### config.mk
export PLATFORM = sky130hd
export DESIGN_NAME = fetch_unit_flat
export DESIGN_NICKNAME = d
export VERILOG_FILES = /design/src/rtl/cpu_pkg.sv /design/src/rtl/fetch_unit_if.sv /design/src/rtl/fetch_unit_pc_next.sv /design/src/rtl/fetch_unit.sv /design/src/flat_wrapper.sv
export SDC_FILE = /design/constraint.sdc
export NUM_CORES = 1
export LEC_CHECK = 0
export CAP_MARGIN = 20
export CORE_MARGIN = 2
export CORE_UTILIZATION = 35
export CTS_CLUSTER_SIZE = 20
export DETAILED_ROUTE_END_ITERATION = 6
export SLEW_MARGIN = 15
export SYNTH_ARGS = -nofsm -noshare
export SYNTH_HDL_FRONTEND = slang
export SYNTH_SLANG_ARGS = --single-unit
### constraint.sdc
create_clock -name clk -period 4.6 [get_ports clk]
set_clock_uncertainty 0.2 [all_clocks]
set_input_delay 0.46 -clock clk [delete_from_list [all_inputs] [get_ports clk]]
set_output_delay 0.46 -clock clk [all_outputs]
set_load 0.05 [all_outputs]
### src/rtl/cpu_pkg.sv
// Shared CPU types and constants.
// Fetch-stage state, widths and branch offset helper.
package cpu_pkg;

  localparam int ADDR_W  = 16;
  localparam int INSTR_W = 16;

  localparam logic [ADDR_W-1:0] PC_STEP = ADDR_W'(2);

  typedef enum logic [1:0] {
    IDLE,
    REQ,
    WAIT,
    HOLD
  } fetch_state_t;

  // 10-bit signed word offset -> byte offset
  function automatic logic [ADDR_W-1:0] word_off(
    input logic [9:0] off
  );
    return {{(ADDR_W-11){off[9]}}, off, 1'b0};
  endfunction

endpackage

### src/rtl/fetch_unit_if.sv
// Instruction memory read bus.
// master = fetch stage, slave = memory.
interface fetch_unit_if;
  import cpu_pkg::*;

  logic               mem_rd;
  logic [ADDR_W-1:0]  mem_addr;
  logic [INSTR_W-1:0] mem_rdata;
  logic               mem_ready;

  modport master (
    output mem_rd,
    output mem_addr,
    input  mem_rdata,
    input  mem_ready
  );

  modport slave (
    input  mem_rd,
    input  mem_addr,
    output mem_rdata,
    output mem_ready
  );

endinterface

### src/rtl/fetch_unit_pc_next.sv
// Next-PC adder and priority select.
// branch_en beats en_pc_2 beats plain step.
module pc_next_calc
  import cpu_pkg::*;
(
  input  logic [ADDR_W-1:0] pc,
  input  logic              en_pc_2,
  input  logic              branch_en,
  input  logic [9:0]        pc_offset,
  output logic [ADDR_W-1:0] pc_next
);

  always_comb begin
    pc_next = pc + PC_STEP;
    if (branch_en) begin
      pc_next = pc + PC_STEP + word_off(pc_offset);
    end else if (en_pc_2) begin
      pc_next = pc + PC_STEP + PC_STEP;
    end
  end

endmodule

### src/rtl/fetch_unit.sv
// Instruction fetch stage: owns the PC,
// reads memory and holds the word for decode.
module fetch_unit
  import cpu_pkg::*;
#(
  parameter logic [ADDR_W-1:0] RESET_PC = 16'h0000
) (
  input  logic                clk,
  input  logic                rst,
  input  logic                pc_inc,
  input  logic                en_pc_2,
  input  logic                branch_en,
  input  logic [9:0]          pc_offset,
  fetch_unit_if.master        mem,
  output logic [ADDR_W-1:0]   pc,
  output logic [INSTR_W-1:0]  instruction,
  output logic                inst_valid
);

  localparam logic [ADDR_W-1:0] PC_RST =
    RESET_PC & ~ADDR_W'(1);

  fetch_state_t       state_q, state_d;
  logic [ADDR_W-1:0]  pc_q, pc_d;
  logic [INSTR_W-1:0] instr_q, instr_d;
  logic               valid_q, valid_d;
  logic [ADDR_W-1:0]  pc_next;

  pc_next_calc u_pc_next (
    .pc        (pc_q),
    .en_pc_2   (en_pc_2),
    .branch_en (branch_en),
    .pc_offset (pc_offset),
    .pc_next   (pc_next)
  );

  always_ff @(posedge clk or negedge rst) begin
    if (!rst) begin
      state_q <= IDLE;
      pc_q    <= PC_RST;
      instr_q <= '0;
      valid_q <= 1'b0;
    end else begin
      state_q <= state_d;
      pc_q    <= pc_d;
      instr_q <= instr_d;
      valid_q <= valid_d;
    end
  end

  always_comb begin
    state_d    = state_q;
    pc_d       = pc_q;
    instr_d    = instr_q;
    valid_d    = valid_q;
    mem.mem_rd = 1'b0;
    unique case (state_q)
      IDLE: state_d = REQ;
      REQ, WAIT: begin
        mem.mem_rd = 1'b1;
        if (mem.mem_ready) begin
          instr_d = mem.mem_rdata;
          valid_d = 1'b1;
          state_d = HOLD;
        end else begin
          state_d = WAIT;
        end
      end
      HOLD: begin
        if (pc_inc) begin
          pc_d    = pc_next & ~ADDR_W'(1);
          valid_d = 1'b0;
          state_d = REQ;
        end
      end
      default: state_d = IDLE;
    endcase
  end

  assign mem.mem_addr = pc_q;
  assign pc           = pc_q;
  assign instruction  = instr_q;
  assign inst_valid   = valid_q;

endmodule

### src/flat_wrapper.sv
// flat-port wrapper written by rule: the top's interface ports become plain ports
module fetch_unit_flat import cpu_pkg::*;
#(
  parameter logic [ADDR_W-1:0] RESET_PC = 16'h0000
)
  (clk, rst, pc_inc, en_pc_2, branch_en, pc_offset, pc, instruction, inst_valid, mem_mem_rd, mem_mem_addr, mem_mem_rdata, mem_mem_ready);
  fetch_unit_if mem_i ();
  input  logic clk;
  input  logic rst;
  input  logic pc_inc;
  input  logic en_pc_2;
  input  logic branch_en;
  input  logic [9:0] pc_offset;
  output logic [ADDR_W-1:0] pc;
  output logic [INSTR_W-1:0] instruction;
  output logic inst_valid;
  output wire logic [$bits(mem_i.mem_rd)-1:0] mem_mem_rd;
  output wire logic [$bits(mem_i.mem_addr)-1:0] mem_mem_addr;
  input wire logic [$bits(mem_i.mem_rdata)-1:0] mem_mem_rdata;
  input wire logic [$bits(mem_i.mem_ready)-1:0] mem_mem_ready;
  assign mem_mem_rd = mem_i.mem_rd;
  assign mem_mem_addr = mem_i.mem_addr;
  assign mem_i.mem_rdata = mem_mem_rdata;
  assign mem_i.mem_ready = mem_mem_ready;
  fetch_unit #(.RESET_PC(RESET_PC)) u_core (.clk(clk), .rst(rst), .pc_inc(pc_inc), .en_pc_2(en_pc_2), .branch_en(branch_en), .pc_offset(pc_offset), .mem(mem_i), .pc(pc), .instruction(instruction), .inst_valid(inst_valid));
endmodule
# ---- After elaboration in Yosys (flattened, before gate mapping)
# Cells that the tools add are included.
# W data, S select, Z words.
dict set report classes {
  muxes 9
  addsub 3
  eq_ne 5
  n_reduce_logical 6
}
# cell count
set op_table {}
lappend op_table {{$add A16 B2 Y16 const B} 2}
lappend op_table {{$mux W16} 2}
lappend op_table {{$add A16 B16 Y16} 1}
lappend op_table {{$pmux W2 S3} 1}
lappend op_table {{$eq A2 B2 Y1 const B} 2}
lappend op_table {{$mux W1} 4}
lappend op_table {{$ne A2 B2 Y1 const B} 2}
lappend op_table {{$reduce_and A2 Y1} 2}
lappend op_table {{$reduce_and A3 Y1} 1}
lappend op_table {{$eq A2 B1 Y1 const B} 1}
lappend op_table {{$logic_not A2 Y1} 1}
lappend op_table {{$mux W2} 1}
lappend op_table {{$pmux W1 S2} 1}
lappend op_table {{$reduce_bool A2 Y1} 1}
lappend op_table {{$reduce_or A2 Y1} 1}
dict set report word_totals {
  inputBits 32
  register_bits 34
  out_inout_bits 50
  wordCells 27
}

# ---- Longest topological paths before layout
# Gate-level depths: netlist of run 1.
dict set report logic_depth {
  depth_word 4
  mapped_depth 14
  mapped_depth_nobuf 14
}

# ---- By module
# Synthesis of run 1 repeated with hierarchy kept, for this count alone.
dict set report hier_totals {
  hier_cells 310
  hier_area_um2 3050.4
}
# module instances seq_area_each_um2 area_each_um2 cells_each
set by_module_without_submodules {}
lappend by_module_without_submodules {pc_next_calc 1 0.0 1544.0 215}
lappend by_module_without_submodules {fetch_unit 1 850.8 1506.4 95}

# ---- Worst setup path after synthesis of run 1
# Ideal clock, no wire load.
dict set report synth_path {
  path_kind {flip-flop to flip-flop}
  startpoint {reg u_core.pc_q[1] (netlist: u_core.mem.mem_addr[1])}
  endpoint {reg u_core.pc_q[15] (netlist: u_core.mem.mem_addr[15])}
  arrival_ns 3.342
  n_path_buf 0
  path_stages_with_launch 15
  slack_ns 0.924
  setup_ns 0.133
  t_required_ns 4.267
  path_cell_list {dfrtp_1 > ha_1 > nand3_4 > nor2_1 > nand2_1 > xnor2_1 > ha_1 > a21oi_1 > and3_1 > nand3_1 > nand3_1 > a211o_1 > or4bb_1 > o21ai_0 > nand4b_1}
}
dict set report synth_between {
  elab_chain_cells 4
  word_cells_on_any_way 5
}
# item line
set synth_rtl {}
lappend synth_rtl {{start, declared} fetch_unit.sv:24} ;# logic [ADDR_W-1:0] pc_q, pc_d;
lappend synth_rtl {{start signal, assigned} fetch_unit.sv:45} ;# pc_q <= pc_d;
lappend synth_rtl {{$add A16 B2 Y16 (*)} {fetch_unit_pc_next.sv:14, fetch_unit_pc_next.sv:16, fetch_unit_pc_next.sv:18}}
lappend synth_rtl {{$add A16 B2 Y16} fetch_unit_pc_next.sv:18} ;# pc_next = pc + PC_STEP + PC_STEP;
lappend synth_rtl {{$mux W16} fetch_unit_pc_next.sv:17} ;# end else if (en_pc_2) begin
lappend synth_rtl {{$mux W16 (*)} fetch_unit_pc_next.sv:15} ;# if (branch_en) begin
# Every way passes the cells marked *; elsewhere a longest branch is shown, timed or not.
# A chain may end at the register's enable or synchronous reset.

# ---- Final worst setup path of run 1
# Same ends and word-level chain as after synthesis.

==> metrics.txt, run 1 <==
# TYPE chip_impl_metric gauge
chip_impl_info{name="synth_area_leader_cell",value="sky130_fd_sc_hd__dfrtp_1"} 1
chip_impl_metric{name="ys.warnings.count",unit=""} 0
chip_impl_metric{name="groute.usage.overall",unit=""} 0.1605
chip_impl_metric{name="floorplan.die_area",unit="µm²"} 9136
chip_impl_metric{name="worst_slew_margin_rel",unit=""} 0.3960
chip_impl_metric{name="postCtsResizedCells",unit=""} 0
chip_impl_metric{name="worst_margin_slew",unit="ns"} 0.9038
chip_impl_metric{name="core-area",unit="µm²"} 8175
chip_impl_metric{name="post_synth_inst_count",unit=""} 333
chip_impl_metric{name="die_width",unit="µm"} 95.58
chip_impl_metric{name="critPathMaxFanout",unit=""} 11
chip_impl_metric{name="final_layout_size_suffix_gt1_frac",unit=""} 0.09620
chip_impl_info{name="hold_path_class",value="register to register"} 1
chip_impl_metric{name="drt_pass1_iterations",unit=""} 4
chip_impl_metric{name="final.setup.worst_slack",unit="ns"} 0.8842
chip_impl_metric{name="period_needed",unit="ns"} 3.716
chip_impl_metric{name="route.detailed.vias_per_inst",unit=""} 5.064
chip_impl_metric{name="synth_cell_type_count",unit=""} 51
chip_impl_metric{name="diodes",unit=""} 0
chip_impl_metric{name="die_height",unit="µm"} 95.58
chip_impl_metric{name="met1Wirelength",unit="mm"} 3.458
chip_impl_metric{name="cts_max_path_buffers",unit=""} 2
chip_impl_metric{name="antenna_violations_before_repair",unit=""} 0
chip_impl_metric{name="syn-cell-area",unit="µm²"} 2935
chip_impl_metric{name="num_io_pins",unit=""} 82
chip_impl_info{name="critPathKind",value="register to register"} 1
chip_impl_metric{name="clock.fmax",unit="GHz"} 0.2691
chip_impl_info{name="highest-signal-layer",value="met4"} 1
chip_impl_info{name="setup_repair_after_global_routing_missed_its_margin",value="no"} 1
chip_impl_metric{name="syn_avg_cell_area",unit="µm²"} 8.815
chip_impl_metric{name="flow.area_growth_from_synthesis",unit="%"} 28.43
chip_impl_info{name="cp-end-kind",value="register"} 1
chip_impl_metric{name="ys_seq_area_frac",unit=""} 0.2899
chip_impl_metric{name="worst_skew_pair.late_latency",unit="ns"} 0.29
chip_impl_metric{name="synth-edff-count",unit=""} 0
chip_impl_metric{name="clock_pin_slew_reported_for_the_worst_setup_and_hold_paths_after_clock_tree_synthesis",unit="ns"} 0.07
chip_impl_metric{name="gp_congestion",unit=""} 0.8522
chip_impl_metric{name="detailroute.via_count",unit=""} 2532
chip_impl_metric{name="tns",unit="ns"} 0
chip_impl_metric{name="post-place-ws",unit="ns"} 0.9401
chip_impl_metric{name="net_total_in_the_final_layout",unit=""} 448
chip_impl_metric{name="placed_area",unit="µm²"} 3675
chip_impl_metric{name="port_buffers",unit=""} 79
chip_impl_metric{name="ys_seq_elements",unit=""} 34
chip_impl_metric{name="cp_data_arrival_time",unit="ns"} 3.68
chip_impl_info{name="mostFrequentLayoutCell",value="sky130_fd_sc_hd__clkdlybuf4s50_1"} 1
chip_impl_metric{name="report.final.setup_viol",unit=""} 0
chip_impl_metric{name="wire_length_of_the_first_global_routing_pass",unit="mm"} 11.61
chip_impl_info{name="layout.cells.most_common_list",value="79 x sky130_fd_sc_hd__clkdlybuf4s50_1, 37 x sky130_fd_sc_hd__nand2_1, 34 x sky130_fd_sc_hd__dfrtp_1"} 1
chip_impl_metric{name="avgRoutedWirePerCell",unit="µm"} 14.19
chip_impl_metric{name="synth_top_area_share",unit=""} 0.2899
chip_impl_metric{name="synth_async_sr_flop_share",unit=""} 1.000
chip_impl_metric{name="worst_ep_required_time",unit="ns"} 4.57
chip_impl_metric{name="routed_wl",unit="mm"} 7.097
chip_impl_metric{name="met2_length",unit="mm"} 3.085
chip_impl_metric{name="power_density",unit="nW/µm²"} 802.7
chip_impl_metric{name="h-tree-depth",unit=""} 2
chip_impl_info{name="synth_flop_cell",value="sky130_fd_sc_hd__dfrtp_1"} 1
chip_impl_metric{name="grt_max_degree",unit=""} 35
chip_impl_metric{name="grt_remaining_overflow",unit=""} 0
chip_impl_metric{name="cts.repair_timing.setup_buffer_count",unit=""} 0
chip_impl_metric{name="timing.max_cap.violations",unit=""} 0
chip_impl_metric{name="first_global_vias",unit=""} 2430
chip_impl_info{name="run_status",value="complete, no violations"} 1
chip_impl_metric{name="drc",unit=""} 0
chip_impl_info{name="cts_root_buffer",value="sky130_fd_sc_hd__clkbuf_8"} 1
chip_impl_metric{name="post_drt_antenna_nets",unit=""} 0
chip_impl_metric{name="cts_buffers",unit=""} 5
chip_impl_metric{name="rows",unit=""} 33
chip_impl_metric{name="final_cell_area",unit="µm²"} 3770
chip_impl_metric{name="layout.filler_cells",unit=""} 807
chip_impl_metric{name="slew_viols_final",unit=""} 0
chip_impl_metric{name="initial_utilization",unit=""} 0.3590
chip_impl_metric{name="fin_crit_sh",unit=""} 0.8078
chip_impl_info{name="crit_path_start_kind",value="register"} 1
chip_impl_metric{name="final_hold_viol_count",unit=""} 0
chip_impl_metric{name="p_leak",unit="nW"} 1.562
chip_impl_metric{name="drt_iter0_drc",unit=""} 97
chip_impl_info{name="cts_tree",value="done"} 1
chip_impl_metric{name="clock-sinks",unit=""} 34
chip_impl_metric{name="worst_ir_drop_vdd",unit="mV"} 0.1966
chip_impl_metric{name="dp_hpwl",unit="mm"} 5.535
chip_impl_metric{name="met3_length",unit="µm"} 464
chip_impl_metric{name="ctsHoldBuffers",unit=""} 0
chip_impl_info{name="synth_top_area_cells",value="sky130_fd_sc_hd__dfrtp_1 29%, sky130_fd_sc_hd__ha_1 9.0%, sky130_fd_sc_hd__mux2_2 7.3%"} 1
==> synthesized netlist by cell type (2+ instances only) <==
| master | count |
|---|---|
| sky130_fd_sc_hd__a211oi_1 | 2 |
| sky130_fd_sc_hd__a21o_1 | 7 |
| sky130_fd_sc_hd__a21oi_1 | 17 |
| sky130_fd_sc_hd__a31oi_1 | 6 |
| sky130_fd_sc_hd__and2_1 | 3 |
| sky130_fd_sc_hd__and3_1 | 3 |
| sky130_fd_sc_hd__buf_4 | 18 |
| sky130_fd_sc_hd__buf_6 | 2 |
| sky130_fd_sc_hd__clkbuf_1 | 6 |
| sky130_fd_sc_hd__dfrtp_1 | 34 |
| sky130_fd_sc_hd__ha_1 | 21 |
| sky130_fd_sc_hd__inv_1 | 9 |
| sky130_fd_sc_hd__mux2_2 | 19 |
| sky130_fd_sc_hd__nand2_1 | 37 |
| sky130_fd_sc_hd__nand2b_1 | 3 |
| sky130_fd_sc_hd__nand3_1 | 13 |
| sky130_fd_sc_hd__nand3_4 | 2 |
| sky130_fd_sc_hd__nand3b_1 | 2 |
| sky130_fd_sc_hd__nand4_1 | 3 |
| sky130_fd_sc_hd__nor2_1 | 20 |
| sky130_fd_sc_hd__nor2b_1 | 4 |
| sky130_fd_sc_hd__nor3_1 | 12 |
| sky130_fd_sc_hd__nor3b_1 | 3 |
| sky130_fd_sc_hd__nor4b_1 | 2 |
| sky130_fd_sc_hd__o21a_1 | 2 |
| sky130_fd_sc_hd__o21ai_0 | 28 |
| sky130_fd_sc_hd__xnor2_1 | 16 |
| sky130_fd_sc_hd__xor2_1 | 16 |
==> path summary, 6_finish.rpt <==
| check | startpoint | endpoint | slack (ns) | cells after the start |
|---|---|---|---|---|
| min in group asynchronous | rst | u_core.instruction[10] | 0.39 | 2 |
| max in group asynchronous | rst | u_core.instruction[14] | 3.49 | 2 |
| setup reg to reg | u_core.mem.mem_addr[1] | u_core.mem.mem_addr[15] | 0.88 | 14 |
| hold / removal | u_core.instruction[14] | u_core.instruction[14] | 0.30 | 1 |
| hold reg to reg | u_core.instruction[14] | u_core.instruction[14] | 0.30 | 1 |
| setup / recovery | u_core.mem.mem_addr[1] | u_core.mem.mem_addr[15] | 0.88 | 14 |
==> area by class of cell <==
type	count	area, µm²	area share
Clock buffer	6	82.58	0.02191
Clock inverter	2	12.51	0.003319
Inverter	9	33.78	0.008961
Multi-Input combinational cell	263	1853	0.4915
Sequential cell	34	850.8	0.2257
Tap cell	105	131.4	0.03485
Timing Repair Buffer	81	805.8	0.2137
==> metrics by stage <==
stage | total power [mW] | util | instances | hold WS (ns)
final | 3.026 | 0.4611 | 500 | 0.3038
after global routing | 3.242 | 0.4611 | 500 | 0.3225
after CTS | 3.044 | 0.4611 | 500 | 0.3087
after detailed placement | 2.801 | 0.4495 | 492 | 0.2920
after global placement | 2.771 | 0.4495 | 492 | 0.2859
after floorplan | 2.258 | - | 334 | -0.03559
==> flip-flops by register name, indices dropped and copies added (netlist names) <==
signal and flops:
u_core.mem.mem_addr 15, u_core.instruction 16, u_core.state_q 2, u_core.inst_valid 1
==> power by group <==
group	leakage, nW	internal, mW	switching, mW
clock network	0.0472	0.120	0.114
logic	1.11	0.815	1.35
registers	0.406	0.443	0.187
total	1.56	1.38	1.65
==> routing by layer <==
| metal | global-route usage | vias to the layer above |
|---|---|---|
| met5 | 0 | - |
| met4 | 0.05000 | 0 |
| met3 | 0.02925 | 8 |
| met2 | 0.2541 | 74 |
| met1 | 0.2216 | 1168 |
| li1 | - | 1282 |
==> critical path, cell delays in order, from the launching register on <==
cell and delay, ns:
sky130_fd_sc_hd__dfrtp_1 0.54, sky130_fd_sc_hd__ha_1 0.31, sky130_fd_sc_hd__nand3_4 0.13, sky130_fd_sc_hd__nor2_1 0.13, sky130_fd_sc_hd__nand2_1 0.07, sky130_fd_sc_hd__xnor2_1 0.34
sky130_fd_sc_hd__ha_1 0.35, sky130_fd_sc_hd__a21oi_1 0.19, sky130_fd_sc_hd__and3_1 0.18, sky130_fd_sc_hd__nand3_1 0.12, sky130_fd_sc_hd__nand3_1 0.15, sky130_fd_sc_hd__a211o_1 0.14
sky130_fd_sc_hd__or4bb_1 0.44, sky130_fd_sc_hd__o21ai_0 0.18, sky130_fd_sc_hd__nand4b_1 0.11
==> cells by family (layout without fill, tap and decap cells) <==
kind of cell,count (synthesis),in the layout,synth area share
compound gates,71,71,0.1449
buf+inv,37,98,0.08013
other cells,1,2,0.001278
flops,34,34,0.2899
xor+xnor,33,33,0.1010
fa+ha+maj,22,22,0.09633
simple gates,115,115,0.2101
mux,20,20,0.07630
Power figures use the tool's default switching activity.
==> inputs of run 2 (changes only) <==
==> constraint.sdc (replaced) <==
create_clock -name clk -period 3.1 [get_ports clk]
set_clock_uncertainty 0.2 [all_clocks]
set_input_delay 0.31 -clock clk [delete_from_list [all_inputs] [get_ports clk]]
set_output_delay 0.31 -clock clk [all_outputs]
set_load 0.05 [all_outputs]
==> metrics.txt, run 2 (synthesized netlist as in run 1, its figures left out) <==
# TYPE chip_impl_metric gauge
chip_impl_metric{name="cts_buffers",unit=""} 5
chip_impl_metric{name="detailroute.via_count",unit=""} 2774
chip_impl_metric{name="core-area",unit="µm²"} 8175
chip_impl_metric{name="final_cell_area",unit="µm²"} 4419
chip_impl_metric{name="gp_congestion",unit=""} 0.8747
chip_impl_metric{name="power_density",unit="nW/µm²"} 1170
chip_impl_metric{name="regArea",unit="µm²"} 868.3
chip_impl_metric{name="layout.filler_cells",unit=""} 770
chip_impl_metric{name="worst_margin_slew",unit="ns"} 0.6606
chip_impl_metric{name="worst_ir_drop_vdd",unit="mV"} 0.4568
chip_impl_metric{name="report.final.setup_viol",unit=""} 1
chip_impl_metric{name="switchingPower",unit="mW"} 2.648
chip_impl_metric{name="final_layout_size_suffix_gt1_frac",unit=""} 0.2949
chip_impl_info{name="mostFrequentLayoutCell",value="sky130_fd_sc_hd__clkdlybuf4s50_1"} 1
chip_impl_info{name="run_status",value="finished with violations"} 1
chip_impl_metric{name="power.share.sequential",unit=""} 0.164
chip_impl_metric{name="ctsHoldBuffers",unit=""} 0
chip_impl_info{name="cts_tree",value="done"} 1
chip_impl_metric{name="route.detailed.vias_per_inst",unit=""} 4.989
chip_impl_metric{name="diodes",unit=""} 0
chip_impl_metric{name="slew_viols_final",unit=""} 0
chip_impl_metric{name="clkPwrFrac",unit=""} 0.074
chip_impl_metric{name="die_height",unit="µm"} 95.58
chip_impl_info{name="setup_repair_after_global_routing_missed_its_margin",value="yes"} 1
chip_impl_metric{name="post_drt_antenna_nets",unit=""} 0
chip_impl_metric{name="drc",unit=""} 0
chip_impl_info{name="cts_root_buffer",value="sky130_fd_sc_hd__clkbuf_8"} 1
chip_impl_info{name="violated_checks",value="negative setup slack"} 1
chip_impl_metric{name="worst_skew_pair.late_latency",unit="ns"} 0.28
chip_impl_info{name="hold_path_class",value="primary input to asynchronous set/reset pin"} 1
chip_impl_metric{name="avgRoutedWirePerCell",unit="µm"} 14.11
chip_impl_metric{name="largest_register_ff_count",unit=""} 16
chip_impl_metric{name="net_total_in_the_final_layout",unit=""} 504
chip_impl_metric{name="cp_data_arrival_time",unit="ns"} 3.09
chip_impl_metric{name="timing.max_cap.violations",unit=""} 0
chip_impl_info{name="layout.cells.most_common_list",value="79 x sky130_fd_sc_hd__clkdlybuf4s50_1, 58 x sky130_fd_sc_hd__buf_4, 36 x sky130_fd_sc_hd__nand2_1"} 1
chip_impl_metric{name="rows",unit=""} 33
chip_impl_info{name="critPathKind",value="register to register"} 1
chip_impl_metric{name="worst_ep_required_time",unit="ns"} 3.07
chip_impl_metric{name="fin_total_pwr",unit="mW"} 5.170
chip_impl_metric{name="h-tree-depth",unit=""} 2
chip_impl_metric{name="internal",unit="mW"} 2.522
chip_impl_metric{name="placed_area",unit="µm²"} 4125
chip_impl_metric{name="cts_max_path_buffers",unit=""} 2
chip_impl_info{name="crit_path_start_kind",value="register"} 1
chip_impl_metric{name="fin_crit_sh",unit=""} 1.007
chip_impl_metric{name="drt_pass1_iterations",unit=""} 4
chip_impl_metric{name="worst_slew_margin_rel",unit=""} 0.5586
chip_impl_metric{name="floorplan.die_area",unit="µm²"} 9136
chip_impl_metric{name="first_global_vias",unit=""} 2590
chip_impl_metric{name="clock.fmax",unit="GHz"} 0.3203
chip_impl_metric{name="initial_utilization",unit=""} 0.3590
chip_impl_metric{name="antenna_violations_before_repair",unit=""} 0
chip_impl_metric{name="period_needed",unit="ns"} 3.122
chip_impl_metric{name="power.share.switching",unit=""} 0.5122
chip_impl_metric{name="grt_remaining_overflow",unit=""} 0
chip_impl_metric{name="groute.usage.overall",unit=""} 0.1732
chip_impl_metric{name="routed_wl",unit="mm"} 7.846
chip_impl_metric{name="tns",unit="ns"} -0.02194
chip_impl_metric{name="wire_length_of_the_first_global_routing_pass",unit="mm"} 12.48
chip_impl_metric{name="comb_power_share",unit=""} 0.762
chip_impl_info{name="cp-end-kind",value="register"} 1
chip_impl_metric{name="final.setup.worst_slack",unit="ns"} -0.02194
chip_impl_metric{name="clock-sinks",unit=""} 34
chip_impl_metric{name="final_hold_viol_count",unit=""} 0
chip_impl_metric{name="multi_input_area",unit="µm²"} 2049
chip_impl_metric{name="dp_hpwl",unit="mm"} 6.197
chip_impl_metric{name="p_leak",unit="nW"} 1.878
chip_impl_metric{name="num_io_pins",unit=""} 82
chip_impl_metric{name="critPathMaxFanout",unit=""} 8
chip_impl_metric{name="clock_pin_slew_reported_for_the_worst_setup_and_hold_paths_after_clock_tree_synthesis",unit="ns"} 0.08
chip_impl_metric{name="die_width",unit="µm"} 95.58
chip_impl_metric{name="flow.area_growth_from_synthesis",unit="%"} 50.55
chip_impl_metric{name="port_buffers",unit=""} 79
chip_impl_metric{name="drt_iter0_drc",unit=""} 150
chip_impl_metric{name="grt_max_degree",unit=""} 35
chip_impl_metric{name="holdWs",unit="ns"} 0.2376
## run 2: power groups by stage
stage | Clock [mW] | Sequential [mW] | Combinational (mW)
5_1_grt | 0.412 | 0.881 | 4.24
3_3_place_gp | 0 | 0.851 | 3.70
3_5_place_dp | 0 | 0.865 | 3.74
2_1_floorplan | 0 | 1.60 | 1.85
6_report | 0.381 | 0.849 | 3.94
4_1_cts | 0.404 | 0.853 | 3.80
## run 2: area by class of cell
cell class / instances / share of cell area
inverter: 9 / 0.007644
multi-input combinational: 263 / 0.4638
tap: 105 / 0.02973
timing repair buffer: 137 / 0.2775
sequential: 34 / 0.1965
clock buffer: 8 / 0.02492
## run 2: through the flow
step	setup WS [ns]	std cells	utilization
after floorplan	-0.07986	334	-
after global placement	-0.02559	541	0.5046
after detailed placement	-0.07485	541	0.5046
after CTS	-0.04489	551	0.5245
after global routing	-0.2093	556	0.5406
final	-0.02194	556	0.5406
## run 2: critical path, stage by stage (launching register included)
cell,delay [ns]
sky130_fd_sc_hd__dfrtp_4,0.47
sky130_fd_sc_hd__ha_4,0.19
sky130_fd_sc_hd__nand3_4,0.10
sky130_fd_sc_hd__buf_4,0.16
sky130_fd_sc_hd__nor4_4,0.31
sky130_fd_sc_hd__xor2_2,0.13
sky130_fd_sc_hd__ha_1,0.32
sky130_fd_sc_hd__and3_1,0.21
sky130_fd_sc_hd__nand3_4,0.08
sky130_fd_sc_hd__nand3_1,0.08
sky130_fd_sc_hd__or4bb_4,0.55
sky130_fd_sc_hd__o21ai_2,0.12
sky130_fd_sc_hd__nand4b_1,0.09
## run 2: per-layer routing
| metal | global-route usage | vias to the layer above | share of wire |
|---|---|---|---|
| met5 | 0 | - | 0 |
| met4 | 0.04881 | 0 | 0.0068 |
| met3 | 0.02213 | 6 | 0.053 |
| met2 | 0.2809 | 81 | 0.46 |
| met1 | 0.2414 | 1302 | 0.48 |
| li1 | - | 1385 | - |
## run 2: what timing repair did
action | 4_1_cts | 5_1_grt
gates resized for setup | 6 | 26
pin swaps | 8 | 15
setup buffers | 2 | 5
setup endpoints to repair | 1 | 7
## run 2: worst paths after layout
kind | from | endpoint | slack [ns] | cells past startpoint
setup / recovery | u_core.mem.mem_addr[1] | u_core.mem.mem_addr[15] | -0.02 | 12
hold / removal | rst | u_core.state_q[0] | 0.24 | 2
setup reg to reg | u_core.mem.mem_addr[1] | u_core.mem.mem_addr[15] | -0.02 | 12
hold reg to reg | u_core.instruction[7] | u_core.instruction[7] | 0.30 | 1
max in group asynchronous | rst | u_core.mem.mem_addr[1] | 2.11 | 2
min in group clk | u_core.instruction[7] | u_core.instruction[7] | 0.30 | 1
==> inputs of run 3 (changes only) <==
--- a/config.mk
+++ b/config.mk
@@ -5,11 +5,14 @@
 export SDC_FILE = /design/constraint.sdc
 export NUM_CORES = 1
 export LEC_CHECK = 0
-export CAP_MARGIN = 20
+export CELL_PAD_IN_SITES_DETAIL_PLACEMENT = 0
+export CELL_PAD_IN_SITES_GLOBAL_PLACEMENT = 1
 export CORE_MARGIN = 2
-export CORE_UTILIZATION = 35
+export CORE_UTILIZATION = 33
 export CTS_CLUSTER_SIZE = 20
 export DETAILED_ROUTE_END_ITERATION = 6
+export HOLD_SLACK_MARGIN = 0.05
+export PLACE_DENSITY_LB_ADDON = 0.1
 export SLEW_MARGIN = 15
 export SYNTH_ARGS = -nofsm -noshare
 export SYNTH_HDL_FRONTEND = slang
==> metrics.txt, run 3 (synthesized netlist as in run 1, its figures left out) <==
# TYPE chip_impl_metric gauge
chip_impl_metric{name="layout.cells.non_filler",unit=""} 568
chip_impl_metric{name="drt_iter0_drc",unit=""} 84
chip_impl_metric{name="worst_margin_slew",unit="ns"} 0.6532
chip_impl_metric{name="timing.max_cap.violations",unit=""} 0
chip_impl_metric{name="detailroute.via_count",unit=""} 2807
chip_impl_metric{name="slew_viols_final",unit=""} 0
chip_impl_metric{name="h-tree-depth",unit=""} 2
chip_impl_info{name="run_status",value="finished with violations"} 1
chip_impl_metric{name="net_total_in_the_final_layout",unit=""} 513
chip_impl_metric{name="post-place-cells",unit=""} 551
chip_impl_metric{name="gp_congestion",unit=""} 0.8257
chip_impl_metric{name="ctsHoldBuffers",unit=""} 0
chip_impl_info{name="cts_tree",value="done"} 1
chip_impl_info{name="cp-end-kind",value="register"} 1
chip_impl_metric{name="port_buffers",unit=""} 79
chip_impl_info{name="setup_repair_after_global_routing_missed_its_margin",value="yes"} 1
chip_impl_metric{name="fin_crit_sh",unit=""} 1.014
chip_impl_metric{name="initial_utilization",unit=""} 0.3382
chip_impl_metric{name="post_drt_antenna_nets",unit=""} 0
chip_impl_metric{name="clock.fmax",unit="GHz"} 0.3181
chip_impl_info{name="layout.cells.most_common_list",value="79 x sky130_fd_sc_hd__clkdlybuf4s50_1, 66 x sky130_fd_sc_hd__buf_4, 36 x sky130_fd_sc_hd__nand2_1"} 1
chip_impl_metric{name="route.detailed.vias_per_inst",unit=""} 4.942
chip_impl_metric{name="avgRoutedWirePerCell",unit="µm"} 14.87
chip_impl_metric{name="die_width",unit="µm"} 98.31
chip_impl_metric{name="core-area",unit="µm²"} 8678
chip_impl_metric{name="clock-sinks",unit=""} 34
chip_impl_metric{name="regArea",unit="µm²"} 868.3
chip_impl_info{name="crit_path_start_kind",value="register"} 1
chip_impl_metric{name="diodes",unit=""} 0
chip_impl_metric{name="die_height",unit="µm"} 98.31
chip_impl_metric{name="period_needed",unit="ns"} 3.144
chip_impl_info{name="hold_path_class",value="primary input to asynchronous set/reset pin"} 1
chip_impl_metric{name="final_layout_size_suffix_gt1_frac",unit=""} 0.3261
chip_impl_metric{name="worst_ir_drop_vdd",unit="mV"} 0.5131
chip_impl_info{name="violated_checks",value="negative setup slack"} 1
chip_impl_metric{name="first_global_vias",unit=""} 2767
chip_impl_metric{name="antenna_violations_before_repair",unit=""} 0
chip_impl_metric{name="groute.usage.overall",unit=""} 0.1772
chip_impl_metric{name="cts_buffers",unit=""} 5
chip_impl_metric{name="drc",unit=""} 0
chip_impl_metric{name="cp_data_arrival_time",unit="ns"} 3.11
chip_impl_metric{name="worst_ep_required_time",unit="ns"} 3.07
chip_impl_metric{name="wire_length_of_the_first_global_routing_pass",unit="mm"} 13.83
chip_impl_metric{name="final_core_util",unit=""} 0.5262
chip_impl_metric{name="largest_register_ff_count",unit=""} 16
chip_impl_metric{name="routed_wl",unit="mm"} 8.448
chip_impl_metric{name="multi_input_area",unit="µm²"} 2123
chip_impl_metric{name="final.setup.worst_slack",unit="ns"} -0.04352
chip_impl_metric{name="cts_max_path_buffers",unit=""} 2
chip_impl_info{name="mostFrequentLayoutCell",value="sky130_fd_sc_hd__clkdlybuf4s50_1"} 1
chip_impl_metric{name="p_leak",unit="nW"} 1.931
chip_impl_metric{name="layout.filler_cells",unit=""} 820
chip_impl_metric{name="final_hold_viol_count",unit=""} 0
chip_impl_metric{name="worst_slew_margin_rel",unit=""} 0.5635
chip_impl_metric{name="grt_remaining_overflow",unit=""} 0
chip_impl_metric{name="flow.area_growth_from_synthesis",unit="%"} 55.58
chip_impl_metric{name="critPathMaxFanout",unit=""} 8
chip_impl_metric{name="grt_max_degree",unit=""} 35
chip_impl_metric{name="dp_hpwl",unit="mm"} 6.686
chip_impl_metric{name="drt_pass1_iterations",unit=""} 4
chip_impl_metric{name="power_density",unit="nW/µm²"} 1162
chip_impl_metric{name="report.final.setup_viol",unit=""} 1
chip_impl_metric{name="rows",unit=""} 34
chip_impl_info{name="cts_root_buffer",value="sky130_fd_sc_hd__clkbuf_8"} 1
chip_impl_metric{name="floorplan.die_area",unit="µm²"} 9665
chip_impl_info{name="critPathKind",value="register to register"} 1
chip_impl_metric{name="worst_skew_pair.late_latency",unit="ns"} 0.29
chip_impl_metric{name="clock_pin_slew_reported_for_the_worst_setup_and_hold_paths_after_clock_tree_synthesis",unit="ns"} 0.08
chip_impl_metric{name="num_io_pins",unit=""} 82
## run 3: cell count changes in the layout (fill, tap and decap cells not counted), sizes merged
cell / before / now
buf: 58 / 67
bufinv: 0 / 1
clkbuf: 8 / 5
clkinv: 0 / 2
## run 3: where the power goes
part / internal [mW] / total [mW] / switching, mW
registers: 0.676 / 0.849 / 0.173
logic: 1.71 / 4.05 / 2.34
clock network: 0.237 / 0.405 / 0.169
total: 2.62 / 5.31 / 2.69
## run 3: metrics by stage
stage | hold WS (ns) | TNS, ns | setup WS [ns] | area [µm²] | power, mW
CTS | 0.2521 | -0.03361 | -0.03361 | 4449 | 5.230
global route | 0.2872 | -0.6416 | -0.2088 | 4567 | 5.668
floorplan | -0.1856 | -0.07986 | -0.07986 | 3035 | 3.442
finish | 0.2320 | -0.04352 | -0.04352 | 4567 | 5.308
detailed placement | 0.2911 | -0.2381 | -0.1458 | 4182 | 4.651
global placement | 0.2863 | -0.05515 | -0.05515 | 4182 | 4.624
## run 3: routing by layer
| layer | part of all wire | GRT usage | routed length (µm) |
|---|---|---|---|
| met4 | 0.011 | 0.04742 | 97 |
| met5 | 0 | 0 | 0 |
| met3 | 0.051 | 0.02291 | 427 |
| met2 | 0.45 | 0.2889 | 3817 |
| met1 | 0.49 | 0.2483 | 4104 |
## run 3: final timing paths
path | endpoint | slack (ns) | start | cells past startpoint
min in group clk | u_core.instruction[5] | 0.30 | u_core.instruction[5] | 1
setup / recovery | u_core.mem.mem_addr[15] | -0.04 | u_core.mem.mem_addr[1] | 12
hold / removal | u_core.mem.mem_addr[9] | 0.23 | rst | 2
setup reg to reg | u_core.mem.mem_addr[15] | -0.04 | u_core.mem.mem_addr[1] | 12
hold reg to reg | u_core.instruction[5] | 0.30 | u_core.instruction[5] | 1
max in group asynchronous | u_core.mem.mem_addr[2] | 2.13 | rst | 2
## run 3: area by class of cell
cell class	instances	area share
multi-input combinational	263	0.4649
timing repair buffer	146	0.2841
sequential	34	0.1901
tap	108	0.02959
clock buffer	5	0.01507
clock inverter	3	0.008767
inverter	9	0.007397
## run 3: timing repair
action                     4_1_cts  5_1_grt
gates cloned                     0        0
buffers inserted                 6        3
setup endpoints to repair        4        7
gates resized for setup         21       22
pin swaps                       12       12
## run 3: critical path, stage by stage (launching register included)
cell	delay (ns)
sky130_fd_sc_hd__dfrtp_4	0.48
sky130_fd_sc_hd__ha_2	0.22
sky130_fd_sc_hd__nand3_1	0.14
sky130_fd_sc_hd__nor2_2	0.12
sky130_fd_sc_hd__xor2_1	0.26
sky130_fd_sc_hd__ha_2	0.35
sky130_fd_sc_hd__a31oi_2	0.23
sky130_fd_sc_hd__a31oi_4	0.13
sky130_fd_sc_hd__nand3_4	0.10
sky130_fd_sc_hd__a211o_1	0.11
sky130_fd_sc_hd__or4bb_4	0.46
sky130_fd_sc_hd__o21ai_2	0.12
sky130_fd_sc_hd__nand4b_1	0.09
